[src/rtl/cacheline_burst_adaptor_if.sv]
// cacheline_burst_adaptor_if: cache-side line request and memory-side burst bus bundle
interface cacheline_burst_adaptor_if #(
  parameter int s_line  = 256,
  parameter int s_burst = 64
);
  logic [s_line-1:0]  line_i;
  logic [s_line-1:0]  line_o;
  logic [31:0]        address_i;
  logic [31:0]        address_o;
  logic               read_i;
  logic               write_i;
  logic               resp_o;
  logic [s_burst-1:0] burst_i;
  logic [s_burst-1:0] burst_o;
  logic               read_o;
  logic               write_o;
  logic               resp_i;
  modport slave (
    input  line_i, address_i, read_i, write_i, burst_i, resp_i,
    output line_o, resp_o, burst_o, address_o, read_o, write_o
  );
  modport master (
    output line_i, address_i, read_i, write_i, burst_i, resp_i,
    input  line_o, resp_o, burst_o, address_o, read_o, write_o
  );
endinterface

[src/rtl/cacheline_burst_adaptor.sv]
// cacheline_burst_adaptor: runs one 256-bit line fill/writeback as four 64-bit memory beats
module cacheline_burst_adaptor #(
  parameter int s_line  = 256,
  parameter int s_burst = 64
) (
  input logic clk,
  input logic rst,
  cacheline_burst_adaptor_if.slave bus
);
  localparam int num_bursts = s_line / s_burst;
  localparam int cw = $clog2(num_bursts);
  localparam logic [cw-1:0] last = cw'(num_bursts - 1);
  typedef enum logic [1:0] {IDLE, RD, WR, DONE} state_t;
  state_t state;
  logic [cw-1:0] count;
  logic [s_line-1:0] line_q;
  assign bus.burst_o = bus.write_o ? line_q[count*s_burst +: s_burst] : '0;
  // count wraps back to 0 on the last beat, which is also the entry into DONE
  always_ff @(posedge clk) begin
    if (rst) begin
      state         <= IDLE;
      count         <= '0;
      line_q        <= '0;
      bus.read_o    <= 1'b0;
      bus.write_o   <= 1'b0;
      bus.resp_o    <= 1'b0;
      bus.line_o    <= '0;
      bus.address_o <= '0;
    end else begin
      case (state)
        IDLE: begin
          count <= '0;
          if (bus.read_i) begin
            state         <= RD;
            bus.read_o    <= 1'b1;
            bus.address_o <= bus.address_i;
          end else if (bus.write_i) begin
            state         <= WR;
            bus.write_o   <= 1'b1;
            bus.address_o <= bus.address_i;
            line_q        <= bus.line_i;
          end
        end
        RD: if (bus.resp_i) begin
          bus.line_o[count*s_burst +: s_burst] <= bus.burst_i;
          count <= count + 1'b1;
          if (count == last) begin
            state      <= DONE;
            bus.read_o <= 1'b0;
            bus.resp_o <= 1'b1;
          end
        end
        WR: if (bus.resp_i) begin
          count <= count + 1'b1;
          if (count == last) begin
            state       <= DONE;
            bus.write_o <= 1'b0;
            bus.resp_o  <= 1'b1;
          end
        end
        default: begin
          state      <= IDLE;
          bus.resp_o <= 1'b0;
        end
      endcase
    end
  end
endmodule
[src/flat_wrapper.sv]
// flat-port wrapper written by rule: the top's interface ports become plain ports
module cacheline_burst_adaptor_flat 
#(
  parameter int s_line  = 256,
  parameter int s_burst = 64
)
  (clk, rst, bus_line_i, bus_address_i, bus_read_i, bus_write_i, bus_burst_i, bus_resp_i, bus_line_o, bus_resp_o, bus_burst_o, bus_address_o, bus_read_o, bus_write_o);
  cacheline_burst_adaptor_if #(.s_line(s_line), .s_burst(s_burst)) bus_i ();
  input logic clk;
  input logic rst;
  input wire logic [$bits(bus_i.line_i)-1:0] bus_line_i;
  input wire logic [$bits(bus_i.address_i)-1:0] bus_address_i;
  input wire logic [$bits(bus_i.read_i)-1:0] bus_read_i;
  input wire logic [$bits(bus_i.write_i)-1:0] bus_write_i;
  input wire logic [$bits(bus_i.burst_i)-1:0] bus_burst_i;
  input wire logic [$bits(bus_i.resp_i)-1:0] bus_resp_i;
  output wire logic [$bits(bus_i.line_o)-1:0] bus_line_o;
  output wire logic [$bits(bus_i.resp_o)-1:0] bus_resp_o;
  output wire logic [$bits(bus_i.burst_o)-1:0] bus_burst_o;
  output wire logic [$bits(bus_i.address_o)-1:0] bus_address_o;
  output wire logic [$bits(bus_i.read_o)-1:0] bus_read_o;
  output wire logic [$bits(bus_i.write_o)-1:0] bus_write_o;
  assign bus_i.line_i = bus_line_i;
  assign bus_i.address_i = bus_address_i;
  assign bus_i.read_i = bus_read_i;
  assign bus_i.write_i = bus_write_i;
  assign bus_i.burst_i = bus_burst_i;
  assign bus_i.resp_i = bus_resp_i;
  assign bus_line_o = bus_i.line_o;
  assign bus_resp_o = bus_i.resp_o;
  assign bus_burst_o = bus_i.burst_o;
  assign bus_address_o = bus_i.address_o;
  assign bus_read_o = bus_i.read_o;
  assign bus_write_o = bus_i.write_o;
  cacheline_burst_adaptor #(.s_line(s_line), .s_burst(s_burst)) u_core (.clk(clk), .rst(rst), .bus(bus_i));
endmodule
[config.mk]
export PLATFORM = sky130hd
export DESIGN_NAME = cacheline_burst_adaptor_flat
export DESIGN_NICKNAME = d
export VERILOG_FILES = /design/src/rtl/cacheline_burst_adaptor_if.sv /design/src/rtl/cacheline_burst_adaptor.sv /design/src/flat_wrapper.sv
export SDC_FILE = /design/constraint.sdc
export NUM_CORES = 1
export LEC_CHECK = 0
export BUFFER_PORTS_ARGS = -buffer_cell sky130_fd_sc_hd__buf_4
export CAP_MARGIN = 20
export CELL_PAD_IN_SITES_DETAIL_PLACEMENT = 2
export CELL_PAD_IN_SITES_GLOBAL_PLACEMENT = 2
export CORE_MARGIN = 5
export CORE_UTILIZATION = 26
export CTS_CLUSTER_DIAMETER = 80
export CTS_CLUSTER_SIZE = 28
export DETAILED_ROUTE_END_ITERATION = 16
export PLACE_DENSITY = 0.88
export SYNTH_ARGS = -nofsm -noshare
export SYNTH_HDL_FRONTEND = slang
export SYNTH_SLANG_ARGS = --single-unit
[constraint.sdc]
create_clock -name clk -period 2.3 [get_ports clk]
set_input_delay 0.46 -clock clk [delete_from_list [all_inputs] [get_ports clk]]
set_output_delay 0.46 -clock clk [all_outputs]
set_load 0.01 [all_outputs]
* Yosys cells after proc, flatten, opt, wreduce, memory -nomap -nowiden *
Cells that the tools add are included.

storage, ports and cells
  flip-flop bits (word level) = 551
  word-level logic and storage cells = 63

cells by class
  bitwise gates (word level) = 2
  $add $sub $neg = 2
  equal/unequal tests = 13
  reductions and logical operators = 14
  shift-type cells = 3
  mux-type cells = 21

operators with widths
  operator                   count
  $bwmux 256                 1
  $shift 64x34->256 const A  1
  $shiftx 256x9->64          1
  $shiftx 64x34->256         1
  $mux 32                    2
  $mux 64                    1
  $neg 8->34                 1
  $mux 2                     5
  $ne 2x2->1 const B         5
  $reduce_and 3->1           3
  $ne 2x1->1 const B         4
  $pmux 2 s2                 2
  $reduce_bool 2->1          4
  $mux 1                     7
  $pmux 1 s2                 3
  $reduce_and 2->1           3
  $reduce_and 5->1           1
  $eq 2x2->1 const B         2
  $reduce_and 4->1           1
  $ne 3x3->1 const B         1
  $add 2x1->2 const B        1
  $eq 2x1->1 const B         1
  $logic_not 2->1            1
  $not 1->1                  2
  $reduce_or 2->1            1

* Longest topological paths before layout *
Gate-level depths: netlist (run 1).

  depth after elaboration = 4
  gate-level depth with buffers = 10
  depth with buffers taken out = 5

* Worst setup path after synthesis (run 1) *
OpenSTA, ideal clock, no wires.

  path type = flip-flop to flip-flop
  start point = register u_core.count[1]
  end point = register u_core.bus.line_o[100]
  data arrival time = 2.435 ns
  slack = -0.206 ns
  period minus slack after synthesis = 2.506 ns
  buffers on the path = 5
  cell stages (with the launch flop) = 11
  setup time = 0.070 ns
  cells stage by stage = dfxtp_1 buf_2 buf_1 inv_1 ha_1 buf_2 nor4bb_1 buf_2 clkbuf_1 nand3_1 a21oi_1

between the ends
  word-level cells in the longest chain between the ends = 3
  elaborated cells between the ends (all ways) = 4
  those cells by class = add/sub: 1; shift: 2; mux: 1

ends and longest elaborated chain
  element                                                         line                              RTL
  start, declared                                                 cacheline_burst_adaptor.sv:15     logic [cw-1:0] count;
  start signal, assigned                                          cacheline_burst_adaptor.sv:46     count <= count + 1'b1;
  start signal, assigned                                          cacheline_burst_adaptor.sv:54     count <= count + 1'b1;
  $neg 8->34 *                                                    cacheline_burst_adaptor.sv:45     bus.line_o[count*s_burst +: s_burst] <= bus.burst_i;
  $shiftx 64x34->256 / $shift 64x34->256 (equally long branches)  cacheline_burst_adaptor.sv:45
  $bwmux 256 *                                                    cacheline_burst_adaptor.sv:45
  end signal, assigned by index                                   cacheline_burst_adaptor.sv:45
  end, declared                                                   cacheline_burst_adaptor_if.sv:20  output line_o, resp_o, burst_o, address_o, read_o, write_o

Every way passes the cells marked *; elsewhere a longest branch is shown, timed or not.
A chain may end at the register's enable or synchronous reset.

* Final worst setup path (run 1) *
  start point = register u_core.count[0]
  end point = output port bus_burst_o[38]

between the ends
  word-level cells in the longest chain between the ends = 2

ends and longest elaborated chain
  element            line                           RTL
  $shiftx 256x9->64  cacheline_burst_adaptor.sv:17  assign bus.burst_o = bus.write_o ? line_q[count*s_burst +: s_burst] : '0;
  $mux 64            cacheline_burst_adaptor.sv:17
  end, declared      flat_wrapper.sv:19             output wire logic [$bits(bus_i.burst_o)-1:0] bus_burst_o;

No other way between the ends.

==> results of run 1 <==
## power by group
group	switching (W)	internal, W	leakage [nW]
Sequential	0.000570	0.0103	4.47
Clock	0.00403	0.00348	0.622
Combinational	0.00299	0.00257	6.66
Total	0.00759	0.0164	11.8
## synthesized netlist by cell type
cell type	count
buf_1	21
nor3_1	2
nor4bb_1	1
nand2b_1	1
nor2_1	4
nor4b_1	1
nor3b_1	3
nand3_1	194
nor4b_4	1
o31ai_1	1
o21a_1	1
o211ai_1	2
a21boi_0	1
mux2i_1	1
nand3_2	1
a21oi_1	485
a32oi_1	1
or4_1	1
ha_1	11
buf_4	7
o21ai_1	1
o2111ai_1	1
and3b_1	1
mux4_2	64
buf_2	49
o21ai_0	2
and2_1	65
nor2b_1	2
a32o_1	65
nand2_1	772
xor2_1	1
nand4_1	2
inv_1	6
dfxtp_1	551
clkbuf_1	140
nor4_4	1
nand3b_1	1
and3_1	3
buf_6	7
## metrics by stage
step                instance area [µm²]  setup slack [ps]  cells  power, W  hold WS (ps)
detailed placement                28100              50.9   4101    0.0161           447
global route                      30200              -357   4201    0.0250          84.8
finish                            30200              -296   4203    0.0240           113
global placement                  28100               160   4101    0.0159           440
CTS                               30100              -374   4176    0.0243          70.2
floorplan                         21300             -62.4   2474    0.0135           433
## layer usage
metal | track usage | routed length, µm | up-vias
met1 | 0.249 | 40000 | 10900
li1 | - | - | 9666
met4 | 0.106 | 5490 | 8
met2 | 0.408 | 54500 | 745
met5 | 0 | 68 | -
met3 | 0.0553 | 6920 | 237
## layout by cell type (no fill, tap or decap), types with 3 or more instances in the layout
cell type,count
buf_12,33
and3_2,3
buf_8,8
buf_6,70
a21oi_1,483
clkinv_8,3
a32o_1,65
ha_1,9
inv_16,3
nand3_1,191
buf_4,695
diode_2,18
nand2_1,772
and2_4,64
inv_1,5
nor2_1,4
mux4_2,64
inv_8,4
clkbuf_16,38
buf_16,5
inv_6,4
dfxtp_1,548
clkbuf_8,4
bufinv_16,3
nand3_4,3
nor3b_1,3
## logic make-up (layout without fill, tap and decap cells)
logic type,after synthesis,count (layout)
multiplexers,65,65
AO/OA/AOI/OAI,560,560
other,0,18
XOR/XNOR,1,1
adder cells (fa/ha/maj),11,11
flip-flops,551,551
buffers and inverters,230,881
AND/OR/NAND/NOR,1056,1056
## layout make-up
| type | instances | area [µm²] |
|---|---|---|
| inverters | 6 | 22.5 |
| repair buffers | 815 | 7010 |
| flip-flops and latches | 551 | 11000 |
| diodes | 18 | 45.0 |
| clock inverters | 22 | 359 |
| fillers | 8968 | 50600 |
| multi-input cells | 1693 | 9490 |
| well taps | 1060 | 1330 |
| clock buffers | 38 | 917 |
## worst max-delay path: cells and delay by family, from the launching register on
family / cells / cell delay (ps)
flip-flops: 1 / 400
multiplexers: 1 / 530
buffers and inverters: 3 / 430
AND/OR/NAND/NOR: 1 / 200
## registers in the layout (all words and copies together), names as in the netlist
register and count:
u_core.bus.address_o 32, u_core.bus.write_o 1, u_core.line_q 256, u_core.bus.line_o 256
u_core.bus.resp_o 1, u_core.state 2, u_core.count 2, u_core.bus.read_o 1
## final timing paths
path,startpoint,cells past startpoint,endpoint,slack (ps)
min,bus_line_i[13],3,u_core.line_q[13]$_SDFFE_PP0P_,110
min reg2reg,u_core.line_q[175]$_SDFFE_PP0P_,2,u_core.line_q[175]$_SDFFE_PP0P_,460
max,u_core.count[0]$_SDFFE_PP0P_,5,bus_burst_o[38],-300
max reg2reg,u_core.count[0]$_SDFFE_PP0P_,9,u_core.bus.line_o[163]$_SDFFE_PP0P_,-20
## timing repair
action,in CTS,in global routing
setup endpoints to repair,64,146
buffers inserted,10,8
pin swaps,47,6
gates resized for setup,156,11
cloned,5,4
==> results.ini, run 1 <==
[timing]
finalHoldViolCount=0
period_minus_slack_ps=2600
setup_viol=65
fin_ws_ps=-296
grt_setup_unrepaired=yes
drv_slew=0
period_share=1.13
max_slew_margin=0.309
worstMarginPinSlew_ps=1040
skew_ps=29.3
fmax_ghz=0.385
setup_tns_ps=-13490

[synthesis]
muxShareOfSynthArea=0.0683
syn_nets=2842
synth_top_family_by_area=simple AND/OR/NAND/NOR gates
syn_area_um2=21300
synth.area.top_cells=dfxtp_1, nand2_1, a21oi_1
synth_seq_cells=551
synth_compound_area_frac=0.148
synth_top_area_cell=dfxtp_1
synth_cells=2474
synth_adder_area_share=0.00648
synthXorXnorAreaFrac=0.000412
yosysUniqueCellTypes=39
seq_area_frac_synth=0.519
synth_top_area_share=0.519
avgSynthCellArea_um2=8.59
synthSimpleGateAreaFrac=0.210
yosysWarnings=0

[critical_path]
slowest_delay_ps=530
worstPathCellList=buf_12, buf_8, mux4_2, and2_4, buf_6
cpMaxStageDelayCell=mux4_2
critical_path_class=reg2out
worstPathMaxFanout=7
arrival_ps=2140
cp-end-kind=primary output
cp-start-kind=flop
cp_data_required_time_ps=1840

[global_route]
grt_pass1_vias=23600
grt_pass1_wl_mm=152
grt_max_degree=183
antenna_found_initial=22
grtUsageTotal=0.225
overflow=0

[drt]
wl_per_cell_um=25.5
vias=21600
first_pass_iters=5
ant_nets=0
wl_mm=107
drt_iter0_drc=1142
drcViolationCount=0
viasPerCell=5.14

[floorplan]
chipHeight_um=296
dieArea_um2=87600
coreArea_um2=80800
die_x_um=296
core.rowCount=104
start_util=0.263
io_pins=712

[cts]
cts_tree=done
cts_buffers=34
clock_sink_count=551
clk_pin_slew_worst_paths_ps=110
cts_root_buf=clkbuf_16
clock_latency_ps=580
htreeDepth=2
clock_tree.buffer_depth=3
cts_hold_buf=0

[outcome]
violations=negative setup slack
status=finished with violations

[finish]
final_util=0.374
final_nets=3469
drive_above_1_share=0.328
syn2layout_area_growth_pct=42.2

[placed_design]
place.gp.congestion=0.830
port_buffers=711
hpwlAfterDp_mm=73.3

[power]
leakagePower_nw=11.8
ir_worst_vdd_v=0.000453
power.density_nw_per_um2=793

[run]
maxCapViolCount=0

[min_path]
hp-class=in2reg

(Power assumes the default switching activity.)
==> run 2, diff against run 1 <==
- PLACE_DENSITY: 0.88 -> 0.87
==> results.ini, run 2 (same netlist as run 1, synthesis figures left out) <==
[drt]
drt_iter0_drc=1077
dr_wl_met2_mm=53.3
top_layer=met4
m1WireLength_mm=39.7
first_pass_iters=5
wl_met3_mm=7.57
wl_per_cell_um=25.3
drcViolationCount=0
ant_nets=0
viasPerCell=5.12
vias=21600
wl_mm=107

[timing]
period_minus_slack_ps=2630
max_slew_margin=0.390
worstMarginPinSlew_ps=914
finalHoldViolCount=0
fin_ws_ps=-327
skew_ps=36.6
setup_tns_ps=-17840
grt_setup_unrepaired=yes
drv_slew=0
period_share=1.14
setup_viol=64
fmax_ghz=0.381

[critical_path]
arrival_ps=2170
cp-start-kind=flop
worstPathMaxFanout=7
cp_data_required_time_ps=1840
slowest_delay_ps=510
rrSetupSlack_ps=70
worstPathCellList=buf_12, buf_4, mux4_2, and2_1, buf_4
r2r_cells=9
cp-end-kind=primary output
timing.rr.end=u_core.bus.line_o[31]$_SDFFE_PP0P_
cpMaxStageDelayCell=mux4_2
critical_path_class=reg2out
rr_startpoint=u_core.count[0]$_SDFFE_PP0P_
critical_path.most_common_cell=buf_4

[global_route]
overflow=0
antenna_found_initial=24
grt_pass1_wl_mm=151
grtUsageTotal=0.223
grt_max_degree=175
grt_pass1_vias=23600

[finish]
layout_common_cells=nand2_1, buf_4, dfxtp_1, a21oi_1, nand3_1
final_nets=3472
final-seq-area_um2=11000
fillers=8931
fin_area_um2=30200
top_regs=u_core.bus.line_o x256, u_core.line_q x256, u_core.bus.address_o x32
drive_above_1_share=0.326
syn2layout_area_growth_pct=42.1
mostFrequentLayoutCell=nand2_1
multiInputGateArea_um2=9450

[floorplan]
coreArea_um2=80800
start_util=0.263
dieArea_um2=87600
die_x_um=296
chipHeight_um=296
io_pins=712
core.rowCount=104

[cts]
cts_tree=done
clock_tree.buffer_depth=3
cts_root_buf=clkbuf_16
htreeDepth=2
cts_hold_buf=0
clock_sink_count=551
clock_latency_ps=610
cts_buffers=36
clk_pin_slew_worst_paths_ps=110

[power]
leakagePower_nw=11.7
power.density_nw_per_um2=796
ir_worst_vdd_v=0.000747

[min_path]
hp-class=in2reg
hold_depth=3
hp-start=bus_address_i[26]
hold_end=u_core.bus.address_o[26]$_SDFFE_PP0P_

[placed_design]
pre_cts_slack_ps=73.1
hpwlAfterDp_mm=74.6
place.gp.congestion=0.853
place_area_um2=28200
port_buffers=711

[outcome]
violations=negative setup slack
status=finished with violations

[run]
maxCapViolCount=0

[run 2: cell count changes in the layout (fill, tap and decap cells not counted), sizes merged]
cell      previous run  this run
buf                811       813
bufinv               3         2
clkbuf              42        41
clkinv               6         8
clkinvlp             0         1
diode               18        23
inv                 19        23
[run 2: worst max path at each step]
stage                                       startpoint                                  end  depth (start not counted)  slack, ps
after detailed placement  u_core.count[0]$_SDFFE_PP0P_  u_core.bus.line_o[107]$_SDFFE_PP0P_                          6         70
after global routing      u_core.count[0]$_SDFFE_PP0P_                      bus_burst_o[17]                          6       -390
final                     u_core.count[0]$_SDFFE_PP0P_                      bus_burst_o[39]                          5       -330
after floorplan           u_core.count[0]$_SDFFE_PP0P_  u_core.bus.line_o[100]$_SDFFE_PP0P_                         10        -60
after global placement    u_core.count[0]$_SDFFE_PP0P_                      bus_burst_o[59]                          5        130
after CTS                 u_core.count[0]$_SDFFE_PP0P_                      bus_burst_o[45]                          6       -430
[run 2: layout make-up]
type / instances / area share
Timing Repair Buffer: 816 / 0.231
Tap cell: 1060 / 0.0439
Clock buffer: 38 / 0.0311
Inverter: 6 / 0.000746
Clock inverter: 28 / 0.0128
Multi-Input combinational cell: 1693 / 0.313
Sequential cell: 551 / 0.366
Antenna cell: 23 / 0.00191
[run 2: per-stage QoR]
step,cells,hold slack (ps),util,power [W]
2_1_floorplan,2474,433,-,0.0135
3_3_place_gp,4110,439,0.348,0.0159
3_5_place_dp,4110,447,0.348,0.0162
4_1_cts,4184,61.8,0.371,0.0243
5_1_grt,4215,83.3,0.374,0.0251
6_report,4215,110,0.374,0.0240
[run 2: what timing repair did]
item	CTS	global route
gates cloned	2	6
buffers inserted	7	4
pin swaps	8	2
resized for setup	115	26
endpoints found under the setup margin	64	191
endpoints found under the hold margin	0	0
[run 2: critical path, delay by kind of cell, from the launching register on]
family,cells,cell delay [ps]
buf+inv,3,480
flops,1,390
mux,1,510
simple gates,1,200
[run 2: report_power, final]
group	leakage, nW	total [W]	switching, W	internal, W
Sequential	4.47	0.0109	0.000551	0.0103
Clock	0.645	0.00771	0.00421	0.00350
Combinational	6.63	0.00544	0.00297	0.00247
Total	11.7	0.0240	0.00773	0.0163
[run 2: routing by layer]
metal / track usage / vias to the layer above
met5: 0 / -
met4: 0.118 / 0
met3: 0.0562 / 251
met2: 0.397 / 759
met1: 0.246 / 10900
li1: - / 9680
==> run 3, diff against run 2 <==
- CORE_UTILIZATION: 26 -> 27
- CTS_BUF_LIST: unset -> sky130_fd_sc_hd__clkbuf_8
- PLACE_DENSITY: 0.87 -> 0.9
==> results.ini, run 3 (same netlist as run 1, synthesis figures left out) <==
[critical_path]
r2r_cells=9
slowest_delay_ps=550
crit_buf_inv=3
critical_path_class=reg2out
cp_data_required_time_ps=1840
cp-end-kind=primary output
timing.rr.end=u_core.bus.line_o[198]$_SDFFE_PP0P_
cp.depth=5
crit_start=u_core.count[0]$_SDFFE_PP0P_
rrSetupSlack_ps=50
endpoint=bus_burst_o[12]
rr_startpoint=u_core.count[0]$_SDFFE_PP0P_
cpMaxStageDelayCell=mux4_2
worstPathCellList=buf_12, buf_16, mux4_2, and2_4, buf_6
worstPathMaxFanout=7
cp-start-kind=flop
critPathTopFamily=multiplexers
arrival_ps=2260

[timing]
grt_setup_unrepaired=yes
period_minus_slack_ps=2720
setup_tns_ps=-22960
setup_viol=64
skew_ps=83.0
finalHoldViolCount=0
fin_ws_ps=-416
worstMarginPinSlew_ps=922
drv_slew=0
hold_ws_ps=45.3
period_share=1.18
max_slew_margin=0.385
fmax_ghz=0.368

[global_route]
grt_max_degree=146
grtUsageTotal=0.276
grt_pass1_vias=26000
use_met3=0.0567
overflow=0
use_met2=0.501
grt_pass1_wl_mm=179
grt_busiest_layer=met2
antenna_found_initial=27
grt_use_met1=0.291

[finish]
top_regs=u_core.bus.line_o x256, u_core.line_q x256, u_core.bus.address_o x32
drive_above_1_share=0.312
mostFrequentLayoutCell=nand2_1
final_nets=3577
layout_common_cells=nand2_1, buf_4, dfxtp_1, a21oi_1, nand3_1
final_util=0.396
syn2layout_area_growth_pct=44.9
fin_area_um2=30800

[drt]
drcViolationCount=0
wl_mm=126
ant_nets=0
viasPerCell=5.40
drt_iter0_drc=1553
wl_per_cell_um=29.4
vias=23200
first_pass_iters=7

[power]
ir_worst_vdd_v=0.000499
power.density_nw_per_um2=742
total_power_w=0.0229
leakagePower_nw=11.9

[outcome]
status=finished with violations
violations=negative setup slack

[cts]
cts_root_buf=clkbuf_8
cts_tree=done
clock_sink_count=551
htreeDepth=2
clock_tree.buffer_depth=3
clock_latency_ps=690
cts_buffers=35
clk_pin_slew_worst_paths_ps=200

[floorplan]
chipHeight_um=291
core.rowCount=102
die_x_um=291
dieArea_um2=84400
coreArea_um2=77700
io_pins=712
start_util=0.273

[placed_design]
place_area_um2=27800
port_buffers=711
place.gp.congestion=0.831
hpwlAfterDp_mm=74.6

[run]
maxCapViolCount=0

[min_path]
hp-class=in2reg

==> run 3: through the flow <==
step / instances / setup slack, ps
after floorplan: 2474 / -62.4
after global placement: 4066 / 233
after detailed placement: 4066 / 140
after CTS: 4261 / -498
after global routing: 4301 / -491
final: 4301 / -416
==> run 3: what timing repair did <==
action,in CTS,in global routing
buffers inserted,4,5
hold buffers,124,0
resized for setup,138,14
pin swaps,1,1
endpoints found under the setup margin,64,88
endpoints found under the hold margin,124,0
gates cloned,6,7
==> run 3: worst reg2reg max path: cells and delay by family (launching register included) <==
family                   cells  cell delay, ps
buffers and inverters        5             790
AND/OR/NAND/NOR              2             500
flip-flops                   1             390
adder cells (fa/ha/maj)      1             280
AO/OA/AOI/OAI                1             230
==> run 3: area by class of cell <==
cell class              count  area (µm²)
repair buffers            922        8070
multi-input cells        1693        9470
fillers                  8481       46900
inverters                   6        22.5
diodes                     28        70.1
clock buffers              39         537
clock inverters            22         289
flip-flops and latches    551       11000
well taps                1040        1300
==> run 3: worst min-delay path by stage <==
stage / slack, ps / end / cells after the start / startpoint
4_1_cts: 0.3 / u_core.bus.line_o[30]$_SDFFE_PP0P_ / 2 / bus_burst_i[30]
6_report: 50 / u_core.line_q[224]$_SDFFE_PP0P_ / 3 / bus_line_i[224]
3_3_place_gp: 440 / u_core.bus.line_o[148]$_SDFFE_PP0P_ / 2 / u_core.bus.line_o[148]$_SDFFE_PP0P_
3_5_place_dp: 450 / u_core.bus.line_o[111]$_SDFFE_PP0P_ / 2 / u_core.bus.line_o[111]$_SDFFE_PP0P_
5_1_grt: 4 / u_core.line_q[11]$_SDFFE_PP0P_ / 3 / bus_line_i[11]
2_1_floorplan: 430 / u_core.line_q[128]$_SDFFE_PP0P_ / 2 / u_core.line_q[128]$_SDFFE_PP0P_
==> run 3: metal layers <==
layer,part of all wire,up-vias
met5,0.00022,-
met1,0.35,11800
met2,0.51,1147
li1,-,9884
met3,0.062,430
met4,0.078,4
==> run 3: power breakdown <==
part	total [W]	switching (W)	internal (W)
logic	0.00609	0.00344	0.00265
clock network	0.00582	0.00392	0.00190
registers	0.0110	0.000633	0.0103
